[src/rtl/accel_spi_pkg.sv]
// Shared constants for the SPI accelerometer responder: command bytes,
// register addresses, fixed read-only values and the FSM state encoding.
package accel_spi_pkg;

    // Command bytes understood in the first byte of a frame
    localparam logic [7:0] CMD_WRITE   = 8'h0A;
    localparam logic [7:0] CMD_READ    = 8'h0B;

    // Register map addresses with fixed or live content
    localparam logic [7:0] ADDR_DEVID  = 8'h00;
    localparam logic [7:0] ADDR_ID1    = 8'h01;
    localparam logic [7:0] ADDR_ID2    = 8'h02;
    localparam logic [7:0] ADDR_XDATA  = 8'h08;
    localparam logic [7:0] ADDR_YDATA  = 8'h09;
    localparam logic [7:0] ADDR_ZDATA  = 8'h0A;

    // Fixed read-only identification values
    localparam logic [7:0] ID1_VALUE   = 8'h1D;
    localparam logic [7:0] ID2_VALUE   = 8'hF2;

    // FSM state encoding
    localparam logic [2:0] ST_IDLE     = 3'd0;
    localparam logic [2:0] ST_CMD      = 3'd1;
    localparam logic [2:0] ST_ADDR     = 3'd2;
    localparam logic [2:0] ST_WDATA    = 3'd3;
    localparam logic [2:0] ST_RDATA    = 3'd4;
    localparam logic [2:0] ST_IGNORE   = 3'd5;

    // True for addresses whose content is not backed by RW storage
    function automatic logic is_fixed_addr(input logic [7:0] addr);
        return (addr == ADDR_DEVID) || (addr == ADDR_ID1)   || (addr == ADDR_ID2) ||
               (addr == ADDR_XDATA) || (addr == ADDR_YDATA) || (addr == ADDR_ZDATA);
    endfunction

endpackage

[src/rtl/spi_sync_edge.sv]
// Two-flop synchroniser for one asynchronous input with single-cycle
// rising/falling edge pulses derived from the synchronised level.
module spi_sync_edge #(
    parameter logic RESET_VAL = 1'b0
) (
    input  logic clk,
    input  logic reset,
    input  logic d_in,
    output logic level,
    output logic rise,
    output logic fall
);

    logic meta_q;
    logic meta_d;
    logic sync_q;
    logic sync_d;
    logic prev_q;
    logic prev_d;

    // Next-state of the synchroniser chain and the edge-history flop
    always_comb begin
        meta_d = d_in;
        sync_d = meta_q;
        prev_d = sync_q;
    end

    // Synchroniser and history registers, all reset to the chosen idle value
    always_ff @(posedge clk) begin
        if (reset) begin
            meta_q <= RESET_VAL;
            sync_q <= RESET_VAL;
            prev_q <= RESET_VAL;
        end else begin
            meta_q <= meta_d;
            sync_q <= sync_d;
            prev_q <= prev_d;
        end
    end

    assign level = sync_q;
    assign rise  = sync_q & ~prev_q;
    assign fall  = ~sync_q & prev_q;

endmodule

[src/rtl/spi_accel_responder.sv]
// SPI mode-0 slave emulating the accelerometer register interface.
// Frames: command byte (0x0A write / 0x0B read), address byte, data bytes.
// Optional feature macro SPI_ACCEL_AUTO_INC_EN: when defined, the address
// advances after each data byte for burst access; otherwise it stays fixed.
module spi_accel_responder
    import accel_spi_pkg::*;
#(
    parameter int         NUM_REGS = 48,
    parameter logic [7:0] DEVID    = 8'hAD
) (
    input  logic       clk,
    input  logic       reset,
    input  logic       cs_n,
    input  logic       sclk,
    input  logic       mosi,
    input  logic [7:0] x_data,
    input  logic [7:0] y_data,
    input  logic [7:0] z_data,
    output logic       miso,
    output logic       wr_strobe,
    output logic [7:0] wr_addr,
    output logic [7:0] wr_data,
    output logic       busy
);

    localparam logic [8:0] NUM_REGS_W = 9'(NUM_REGS);

    logic cs_s;
    logic cs_rise_s;
    logic cs_fall_s;
    logic sclk_s;
    logic sclk_rise_s;
    logic sclk_fall_s;
    logic mosi_s;
    logic mosi_rise_s;
    logic mosi_fall_s;
    logic unused_s;

    // cs_n resets to "low" so that a transaction can only begin after
    // cs_n has actually been observed high following reset.
    spi_sync_edge #(.RESET_VAL(1'b0)) u_sync_cs (
        .clk(clk), .reset(reset), .d_in(cs_n),
        .level(cs_s), .rise(cs_rise_s), .fall(cs_fall_s)
    );

    spi_sync_edge #(.RESET_VAL(1'b0)) u_sync_sclk (
        .clk(clk), .reset(reset), .d_in(sclk),
        .level(sclk_s), .rise(sclk_rise_s), .fall(sclk_fall_s)
    );

    spi_sync_edge #(.RESET_VAL(1'b0)) u_sync_mosi (
        .clk(clk), .reset(reset), .d_in(mosi),
        .level(mosi_s), .rise(mosi_rise_s), .fall(mosi_fall_s)
    );

    assign unused_s = sclk_s ^ mosi_rise_s ^ mosi_fall_s;

    logic [2:0] state_q,     state_d;
    logic [2:0] bit_cnt_q,   bit_cnt_d;
    logic [6:0] shift_in_q,  shift_in_d;
    logic       is_write_q,  is_write_d;
    logic [7:0] addr_q,      addr_d;
    logic [6:0] rd_shift_q,  rd_shift_d;
    logic       miso_q,      miso_d;
    logic       busy_q,      busy_d;
    logic       wr_strobe_q, wr_strobe_d;
    logic [7:0] wr_addr_q,   wr_addr_d;
    logic [7:0] wr_data_q,   wr_data_d;
    logic [7:0] x_snap_q,    x_snap_d;
    logic [7:0] y_snap_q,    y_snap_d;
    logic [7:0] z_snap_q,    z_snap_d;
    logic [7:0] regs_q [NUM_REGS];
    logic [7:0] regs_d [NUM_REGS];

    logic [7:0] byte_in_s;
    logic       byte_done_s;
    logic [7:0] addr_next_s;
    logic [7:0] rd_addr_s;
    logic [7:0] rd_value_s;
    logic       wr_ok_s;

    assign byte_in_s   = {shift_in_q, mosi_s};
    assign byte_done_s = sclk_rise_s && (bit_cnt_q == 3'd7);
    assign wr_ok_s     = !is_fixed_addr(addr_q) && ({1'b0, addr_q} < NUM_REGS_W);

`ifdef SPI_ACCEL_AUTO_INC_EN
    assign addr_next_s = addr_q + 8'd1;
`else
    assign addr_next_s = addr_q;
`endif

    // Read address: the byte just received in ADDR, or the following address in RDATA
    always_comb begin
        if (state_q == ST_RDATA) begin
            rd_addr_s = addr_next_s;
        end else begin
            rd_addr_s = byte_in_s;
        end
    end

    // Register map read decode; addresses at or above NUM_REGS read as zero
    always_comb begin
        rd_value_s = 8'h00;
        case (rd_addr_s)
            ADDR_DEVID: rd_value_s = DEVID;
            ADDR_ID1:   rd_value_s = ID1_VALUE;
            ADDR_ID2:   rd_value_s = ID2_VALUE;
            ADDR_XDATA: rd_value_s = x_snap_q;
            ADDR_YDATA: rd_value_s = y_snap_q;
            ADDR_ZDATA: rd_value_s = z_snap_q;
            default: begin
                for (int i = 0; i < NUM_REGS; i++) begin
                    rd_value_s = (rd_addr_s == 8'(i)) ? regs_q[i] : rd_value_s;
                end
            end
        endcase
    end

    // Protocol FSM, bit/byte assembly, read shifting and write commit
    always_comb begin
        state_d     = state_q;
        bit_cnt_d   = bit_cnt_q;
        shift_in_d  = shift_in_q;
        is_write_d  = is_write_q;
        addr_d      = addr_q;
        rd_shift_d  = rd_shift_q;
        miso_d      = miso_q;
        wr_strobe_d = 1'b0;
        wr_addr_d   = wr_addr_q;
        wr_data_d   = wr_data_q;
        x_snap_d    = x_snap_q;
        y_snap_d    = y_snap_q;
        z_snap_d    = z_snap_q;

        if (cs_rise_s) begin
            // End of frame: any partial byte is simply dropped
            state_d   = ST_IDLE;
            bit_cnt_d = 3'd0;
            miso_d    = 1'b0;
        end else if (cs_fall_s) begin
            // Start of frame: snapshot the sample so a burst stays coherent
            state_d   = ST_CMD;
            bit_cnt_d = 3'd0;
            miso_d    = 1'b0;
            x_snap_d  = x_data;
            y_snap_d  = y_data;
            z_snap_d  = z_data;
        end else begin
            if (sclk_rise_s && (state_q != ST_IDLE)) begin
                shift_in_d = byte_in_s[6:0];
                bit_cnt_d  = bit_cnt_q + 3'd1;
            end else begin
                bit_cnt_d  = bit_cnt_q;
            end

            case (state_q)
                ST_IDLE: begin
                    miso_d = 1'b0;
                end
                ST_CMD: begin
                    if (byte_done_s) begin
                        case (byte_in_s)
                            CMD_WRITE: begin
                                is_write_d = 1'b1;
                                state_d    = ST_ADDR;
                            end
                            CMD_READ: begin
                                is_write_d = 1'b0;
                                state_d    = ST_ADDR;
                            end
                            default: begin
                                state_d    = ST_IGNORE;
                            end
                        endcase
                    end else begin
                        state_d = ST_CMD;
                    end
                end
                ST_ADDR: begin
                    if (byte_done_s) begin
                        addr_d = byte_in_s;
                        if (is_write_q) begin
                            state_d = ST_WDATA;
                        end else begin
                            state_d    = ST_RDATA;
                            rd_shift_d = rd_value_s[6:0];
                            miso_d     = rd_value_s[7];
                        end
                    end else begin
                        state_d = ST_ADDR;
                    end
                end
                ST_WDATA: begin
                    if (byte_done_s) begin
                        wr_strobe_d = wr_ok_s;
                        addr_d      = addr_next_s;
                        if (wr_ok_s) begin
                            wr_addr_d = addr_q;
                            wr_data_d = byte_in_s;
                        end else begin
                            wr_addr_d = wr_addr_q;
                        end
                    end else begin
                        state_d = ST_WDATA;
                    end
                end
                ST_RDATA: begin
                    if (byte_done_s) begin
                        // Preload the next byte so bit 7 is ready before the next rising edge
                        addr_d     = addr_next_s;
                        rd_shift_d = rd_value_s[6:0];
                        miso_d     = rd_value_s[7];
                    end else if (sclk_fall_s && (bit_cnt_q != 3'd0)) begin
                        // Falling edge at a byte boundary is skipped so bit 7 is not lost
                        miso_d     = rd_shift_q[6];
                        rd_shift_d = {rd_shift_q[5:0], 1'b0};
                    end else begin
                        miso_d     = miso_q;
                    end
                end
                ST_IGNORE: begin
                    miso_d = 1'b0;
                end
                default: begin
                    state_d = ST_IDLE;
                    miso_d  = 1'b0;
                end
            endcase
        end

        busy_d = !cs_s && (state_d != ST_IDLE);
    end

    // RW storage next value: the committed write lands in the same cycle as wr_strobe
    always_comb begin
        for (int i = 0; i < NUM_REGS; i++) begin
            regs_d[i] = (wr_strobe_d && (wr_addr_d == 8'(i))) ? wr_data_d : regs_q[i];
        end
    end

    // State and output registers with synchronous reset
    always_ff @(posedge clk) begin
        if (reset) begin
            state_q     <= ST_IDLE;
            bit_cnt_q   <= 3'd0;
            shift_in_q  <= 7'd0;
            is_write_q  <= 1'b0;
            addr_q      <= 8'h00;
            rd_shift_q  <= 7'd0;
            miso_q      <= 1'b0;
            busy_q      <= 1'b0;
            wr_strobe_q <= 1'b0;
            wr_addr_q   <= 8'h00;
            wr_data_q   <= 8'h00;
            x_snap_q    <= 8'h00;
            y_snap_q    <= 8'h00;
            z_snap_q    <= 8'h00;
            for (int i = 0; i < NUM_REGS; i++) begin
                regs_q[i] <= 8'h00;
            end
        end else begin
            state_q     <= state_d;
            bit_cnt_q   <= bit_cnt_d;
            shift_in_q  <= shift_in_d;
            is_write_q  <= is_write_d;
            addr_q      <= addr_d;
            rd_shift_q  <= rd_shift_d;
            miso_q      <= miso_d;
            busy_q      <= busy_d;
            wr_strobe_q <= wr_strobe_d;
            wr_addr_q   <= wr_addr_d;
            wr_data_q   <= wr_data_d;
            x_snap_q    <= x_snap_d;
            y_snap_q    <= y_snap_d;
            z_snap_q    <= z_snap_d;
            regs_q      <= regs_d;
        end
    end

    assign miso      = miso_q;
    assign busy      = busy_q;
    assign wr_strobe = wr_strobe_q;
    assign wr_addr   = wr_addr_q;
    assign wr_data   = wr_data_q;

endmodule

[config.mk]
export PLATFORM = sky130hd
export DESIGN_NAME = spi_accel_responder
export DESIGN_NICKNAME = d
export VERILOG_FILES = /design/src/rtl/accel_spi_pkg.sv /design/src/rtl/spi_sync_edge.sv /design/src/rtl/spi_accel_responder.sv
export SDC_FILE = /design/constraint.sdc
export NUM_CORES = 1
export LEC_CHECK = 0
export BUFFER_PORTS_ARGS = -buffer_cell sky130_fd_sc_hd__buf_2
export CORE_AREA = 5 5 213 215
export DETAILED_ROUTE_END_ITERATION = 7
export DIE_AREA = 0 0 218 220
export PLACE_DENSITY = 0.58
export SLEW_MARGIN = 20
export SYNTH_ARGS = -nofsm -noshare
export SYNTH_HDL_FRONTEND = slang
export SYNTH_SLANG_ARGS = --single-unit
export TNS_END_PERCENT = 50
[constraint.sdc]
create_clock -name clk -period 2.65 [get_ports clk]
set_clock_uncertainty 0.1 [all_clocks]
set_input_delay 0.1325 -clock clk [delete_from_list [all_inputs] [get_ports clk]]
set_output_delay 0.1325 -clock clk [all_outputs]
set_load 0.01 [all_outputs]
==> flow_summary.ini, run 1 <==
[grt]
grt-ovfl-total = 0
antenna_found_initial = 0
grt_usage = 0.320
grt_pass1_wl_mm = 120
grt_max_degree = 203
grt_pass1_vias = 19600

[final_layout]
layout.nets = 2903
drive_above_1_share = 0.391
syn_to_final_growth_pct = 54.7
diodes = 0
fin_area_mm2 = 0.0297
fillCellCount = 3423

[detailed_routing]
viasPerCell = 6.15
drt-initial-drc-count = 2774
wire_per_inst_um = 25.0
vias = 21500
drt_first_pass_iters = 6
wl_mm = 87.3
post-route-drc-count = 0
detail-route-antenna-nets = 0

[run_status]
violations = negative setup slack
outcome = complete, but fails checks

[synth]
yosysMostFrequentCell = nor2_1
synth_top_cells_by_count = nor2_1 (563), dfxtp_1 (416), a211oi_1 (263)
synth_cell_types = 97
synthFlopType = dfxtp_1
synth_top_area_share = 0.434
avgSynthCellArea_um2 = 8.30
synth_seq_area_share = 0.434
synthTopCellsByArea = dfxtp_1 (43%), nor2_1 (11%), a211oi_1 (10%)
postSynthCellCount = 2313
syn-cell-area_mm2 = 0.0192
synth_warnings = 0
yosysTopAreaCell = dfxtp_1
async_reset_ff_frac = 0
yosys_register_bits = 416
synth_edf_count = 0
syn_nets = 2347

[floorplan]
die-width_um = 218
core_area_mm2 = 0.0435
die_area_mm2 = 0.0480
die_h_um = 220
initial_core_util = 0.441
fp-row-count = 77
pin_count = 48

[worst_setup_path]
r2r-end = rd_shift_q[4]
worstPathMaxFanout = 7
worstSetupPathType = register to register
worstPathRequired_ns = 3.07
worst_setup_path_end_kind = register
crit_arrival_ns = 3.47
start_kind = register
ff2ff_setup_slack_ns = -0.40
rr_worst_depth = 11
reg2reg_from = state_q[2]

[cts]
numCtsBuffers = 45
clock_latency_ns = 0.60
htreeDepth = 2
cts_tree = built
cts_buffer_depth = 3
cts.sinks = 416
clk_pin_slew_ns = 0.06
cts_root_buf = clkbuf_16

[timing]
setup_viol = 174
worst_slack_ns = -0.402
report.final.slew_viol_count = 0
rsz0062_at_grt = yes
fin_crit_ns = 3.05
hold_violations = 0
relSlewSlack = 0.256
period_share = 1.15
hold_slack_ns = 0.199
fin_setup_tns_ns = -17.42
fmax_mhz = 328
tightest_slew_ns = 1.12

[placement]
hpwl_mm = 54.4
port_buffers = 47
dpl-instance-area_mm2 = 0.0236
routabilityCongestion = 0.992

[power_and_ir_drop]
ir_worst_vdd_uv = 472
cellLeakagePower_uw = 0.0109
p_per_area_mw_per_mm2 = 446
power_uw = 13300

[run]
cap_violations = 0

[worst_hold_path]
min_to = u_sync_sclk.meta_q
worstHoldPathType = input pin to register
hold_start = sclk
min_path_cells = 3
## repair_timing
action,CTS,global route
hold buffers,28,0
buffers inserted,45,75
gates resized for setup,197,414
gates cloned,9,27
hold endpoints to repair,71,0
pin swaps,61,115
setup endpoints to repair,343,333
## worst max-delay path, stage by stage (launching register included)
cell	delay, ns
dfxtp_4	0.37
or3b_4	0.47
nand3b_1	0.24
buf_6	0.20
o22ai_4	0.10
buf_6	0.16
buf_6	0.11
or3_4	0.36
or4_4	0.53
nand3_4	0.12
a211oi_2	0.08
o21ai_1	0.13
## area by class of cell
type | count | area (um2) | share of cell area
Sequential cell | 416 | 8340 | 0.281
Clock buffer | 64 | 1290 | 0.0434
Tap cell | 592 | 741 | 0.0249
Clock inverter | 19 | 263 | 0.00884
Multi-Input combinational cell | 1704 | 12200 | 0.410
Timing Repair Buffer | 689 | 6840 | 0.230
Inverter | 13 | 48.8 | 0.00164
## through the flow
| stage | utilization | worst slack [ns] | instances |
|---|---|---|---|
| 3_5_place_dp | 0.542 | -0.959 | 3240 |
| 4_1_cts | 0.615 | -0.309 | 3402 |
| 5_1_grt | 0.682 | -0.430 | 3497 |
| 3_3_place_gp | 0.542 | -0.927 | 3240 |
| 6_report | 0.682 | -0.402 | 3497 |
| 2_1_floorplan | - | -0.00429 | 2313 |
## kinds of logic after synthesis
kind of cell             count (synthesis)  share of synthesized area
AND/OR/NAND/NOR                        878                      0.208
AO/OA/AOI/OAI                          756                      0.276
flip-flops                             416                      0.434
buffers and inverters                  194                     0.0444
multiplexers                            63                     0.0345
adder cells (fa/ha/maj)                  5                    0.00326
XOR/XNOR                                 1                   0.000456
## cell usage in the layout, fill, tap and decap left out, types with 65 or more instances in the layout
cell type,n
a21oi_1,84
a211oi_1,204
buf_6,91
dfxtp_1,406
buf_12,65
nand2_1,91
nor2_1,480
buf_4,418
clkbuf_16,68
## routing by layer
layer | routed length, um | share of wire | vias up | track usage
li1 | - | - | 9677 | -
met1 | 34700 | 0.40 | 10400 | 0.417
met2 | 40000 | 0.46 | 1128 | 0.533
met3 | 7460 | 0.085 | 284 | 0.0484
met4 | 5130 | 0.059 | 0 | 0.136
met5 | 0 | 0 | - | 0
## registers in the layout, indices dropped and copies added (netlist names), 3 cells and up
name,flops
z_snap_q,8
addr_next_s,8
state_q,3
shift_in_q,7
wr_addr,8
y_snap_q,8
x_snap_q,8
rd_shift_q,7
wr_data,8
bit_cnt_q,3
regs_q,336
## worst max-delay path by stage
stage / start / end / slack, ns / cells after the start
2_1_floorplan: bit_cnt_q[0] / regs_q[37] / -0.004 / 12
3_3_place_gp: shift_in_q[6] / miso / -0.93 / 10
3_5_place_dp: shift_in_q[6] / miso / -0.96 / 10
4_1_cts: state_q[2] / rd_shift_q[4] / -0.31 / 11
5_1_grt: state_q[1] / rd_shift_q[4] / -0.43 / 14
6_report: state_q[2] / rd_shift_q[4] / -0.40 / 11
## power breakdown
part           internal (uW)  switching [uW]  total, uW
clock network           3990            2730       6720
registers               6260            12.4       6280
logic                   91.2             171        262
total                  10300            2910      13300
Power figures use the tool's default switching activity.
==> run 2, diff against run 1 <==
--- a/config.mk
+++ b/config.mk
@@ -5,7 +5,7 @@
 export SDC_FILE = /design/constraint.sdc
 export NUM_CORES = 1
 export LEC_CHECK = 0
-export BUFFER_PORTS_ARGS = -buffer_cell sky130_fd_sc_hd__buf_2
+export BUFFER_PORTS_ARGS = -buffer_cell sky130_fd_sc_hd__buf_4
 export CORE_AREA = 5 5 213 215
 export DETAILED_ROUTE_END_ITERATION = 7
 export DIE_AREA = 0 0 218 220
==> constraint.sdc (replaced) <==
create_clock -name clk -period 2.65 [get_ports clk]
set_clock_uncertainty 0.1 [all_clocks]
set_input_delay 0.1325 -clock clk [delete_from_list [all_inputs] [get_ports clk]]
set_output_delay 0.1325 -clock clk [all_outputs]
set_load 0.02 [all_outputs]
==> run 2 against run 1 <==
The run still ends with negative setup slack left; core utilization is 2.6 points lower; sequential cell count stayed put; non-clock buffer count is 17 lower; hold slack better by 0.0068 ns; clock-buffer cell count is 4 higher; global-route usage is 0.12 points higher; fmax is 0.49% lower.
==> flow_summary.ini, run 2 (synthesis results as in run 1) <==
[floorplan]
die_h_um = 220
pin_count = 48
core_area_mm2 = 0.0435
die_area_mm2 = 0.0480
fp-row-count = 77
die-width_um = 218
initial_core_util = 0.441

[power_and_ir_drop]
power_frac_seq = 0.481
p_switching_uw = 2880
switching_share = 0.221
p_comb_frac = 0.021
internal_power_uw = 10200
cellLeakagePower_uw = 0.0106
clock_power_share = 0.497
p_per_area_mw_per_mm2 = 456
ir_worst_vdd_uv = 450

[placement]
hpwl_mm = 55.8
routabilityCongestion = 1.03
port_buffers = 47
place_inst = 3234

[detailed_routing]
drt_first_pass_iters = 6
viasPerCell = 6.14
wire_per_inst_um = 24.8
detail-route-antenna-nets = 0
drt-initial-drc-count = 2636
vias = 21300
wl_mm = 86.4
post-route-drc-count = 0

[final_layout]
fin_cells = 3478
regMostFlops = regs_q
largest_reg_flops = 336
drive_above_1_share = 0.353
utilization = 0.656
final_common_cell = nor2_1
final_cell_mix = nor2_1 (514), buf_4 (505), dfxtp_1 (407)
layout.nets = 2886
syn_to_final_growth_pct = 48.8
diodes = 0

[grt]
grt_max_degree = 183
grt_pass1_wl_mm = 121
grt_pass1_vias = 20000
antenna_found_initial = 0
grt_usage = 0.322
grt-ovfl-total = 0

[timing]
hold_violations = 0
worst_slack_ns = -0.417
relSlewSlack = 0.312
report.final.slew_viol_count = 0
rsz0062_at_grt = yes
tightest_slew_ns = 1.03
setup_viol = 35
fmax_mhz = 326
period_share = 1.16
fin_crit_ns = 3.07

[cts]
htreeDepth = 2
cts.sinks = 416
cts_tree = built
clk_pin_slew_ns = 0.06
cts_buffer_depth = 3
clock_latency_ns = 0.59
cts_root_buf = clkbuf_16
numCtsBuffers = 45

[worst_setup_path]
crit_path_frequent_cell = buf_6
slowest_delay_ns = 0.48
worstSetupPathType = register to register
start_kind = register
cp_slowest_cell = or3b_4
worstPathMaxFanout = 8
crit_chain = or3b_4 -> buf_6 -> mux2_4 -> buf_6 -> nor2_4 -> nand3_2 -> o211ai_1 -> nand4_1 -> a31oi_2 -> buf_4 -> o21ai_4 -> a22o_1
crit_arrival_ns = 3.44
crit_family = simple AND/OR/NAND/NOR gates
worst_setup_path_end_kind = register
worstPathRequired_ns = 3.03
path_buf_inv = 3

[run_status]
violations = negative setup slack
outcome = complete, but fails checks

[run]
cap_violations = 0

[worst_hold_path]
worstHoldPathType = input pin to register
-- run 2: cell types whose count changed in the layout (fill, tap and decap cells not counted), sizes merged --
cell,previous run,this run
dlygate4sd3,28,34
clkinvlp,1,5
clkinv,11,5
clkbuf,87,86
buf,637,619
bufinv,6,2
-- run 2: worst reg2reg max path: stages, from the launching register on --
cell and delay (ns):
dfxtp_4 0.37, or3b_4 0.48, buf_6 0.16, mux2_4 0.32
buf_6 0.14, nor2_4 0.09, nand3_2 0.08, o211ai_1 0.24
nand4_1 0.25, a31oi_2 0.25, buf_4 0.18, o21ai_4 0.09
a22o_1 0.21
-- run 2: what timing repair did --
| action | in CTS | in global routing |
|---|---|---|
| endpoints found under the hold margin | 51 | 0 |
| setup buffers | 44 | 68 |
| hold buffers | 34 | 0 |
| pin swaps | 61 | 85 |
| cloned | 5 | 20 |
| setup endpoints to repair | 341 | 318 |
| gates resized for setup | 176 | 230 |
-- run 2: cell type report --
class,count,area (um2)
fillers,3634,15000
flip-flops and latches,416,8340
inverters,13,48.8
multi-input cells,1704,11600
well taps,592,741
repair buffers,672,6370
clock inverters,13,131
clock buffers,68,1390
-- run 2: final timing paths --
kind / endpoint / start / slack [ns] / cells past startpoint
min reg2reg: u_sync_cs.level / u_sync_cs.meta_q / 0.35 / 1
max: rd_shift_q[2] / state_q[2] / -0.42 / 12
min: u_sync_mosi.meta_q / mosi / 0.21 / 3
max reg2reg: rd_shift_q[2] / state_q[2] / -0.42 / 12
-- run 2: power by group through the flow --
stage | sequential, uW | clock (uW) | combinational (uW)
floorplan | 6410 | 0 | 133
global placement | 6420 | 0 | 221
detailed placement | 6420 | 0 | 224
CTS | 6280 | 6550 | 263
global route | 6270 | 6810 | 293
finish | 6280 | 6490 | 279
-- run 2: per-layer routing --
metal / share of wire / up-vias / GRT usage
met2: 0.46 / 1116 / 0.537
met4: 0.051 / 0 / 0.128
met3: 0.086 / 278 / 0.0486
li1: - / 9624 / -
met5: 0 / - / 0
met1: 0.40 / 10300 / 0.421
-- run 2: metrics by stage --
stage / setup slack [ns] / hold slack (ns) / power, uW / setup TNS (ns) / cell area [um2]
after floorplan: -0.00429 / 0.161 / 6540 / -0.114 / 19300
after global placement: -1.11 / 0.247 / 6640 / -28.98 / 23600
after detailed placement: -0.966 / 0.250 / 6640 / -38.77 / 23600
after CTS: -0.367 / 0.187 / 13100 / -2.52 / 26700
after global routing: -0.444 / 0.240 / 13400 / -12.14 / 28600
final: -0.417 / 0.206 / 13000 / -3.32 / 28600
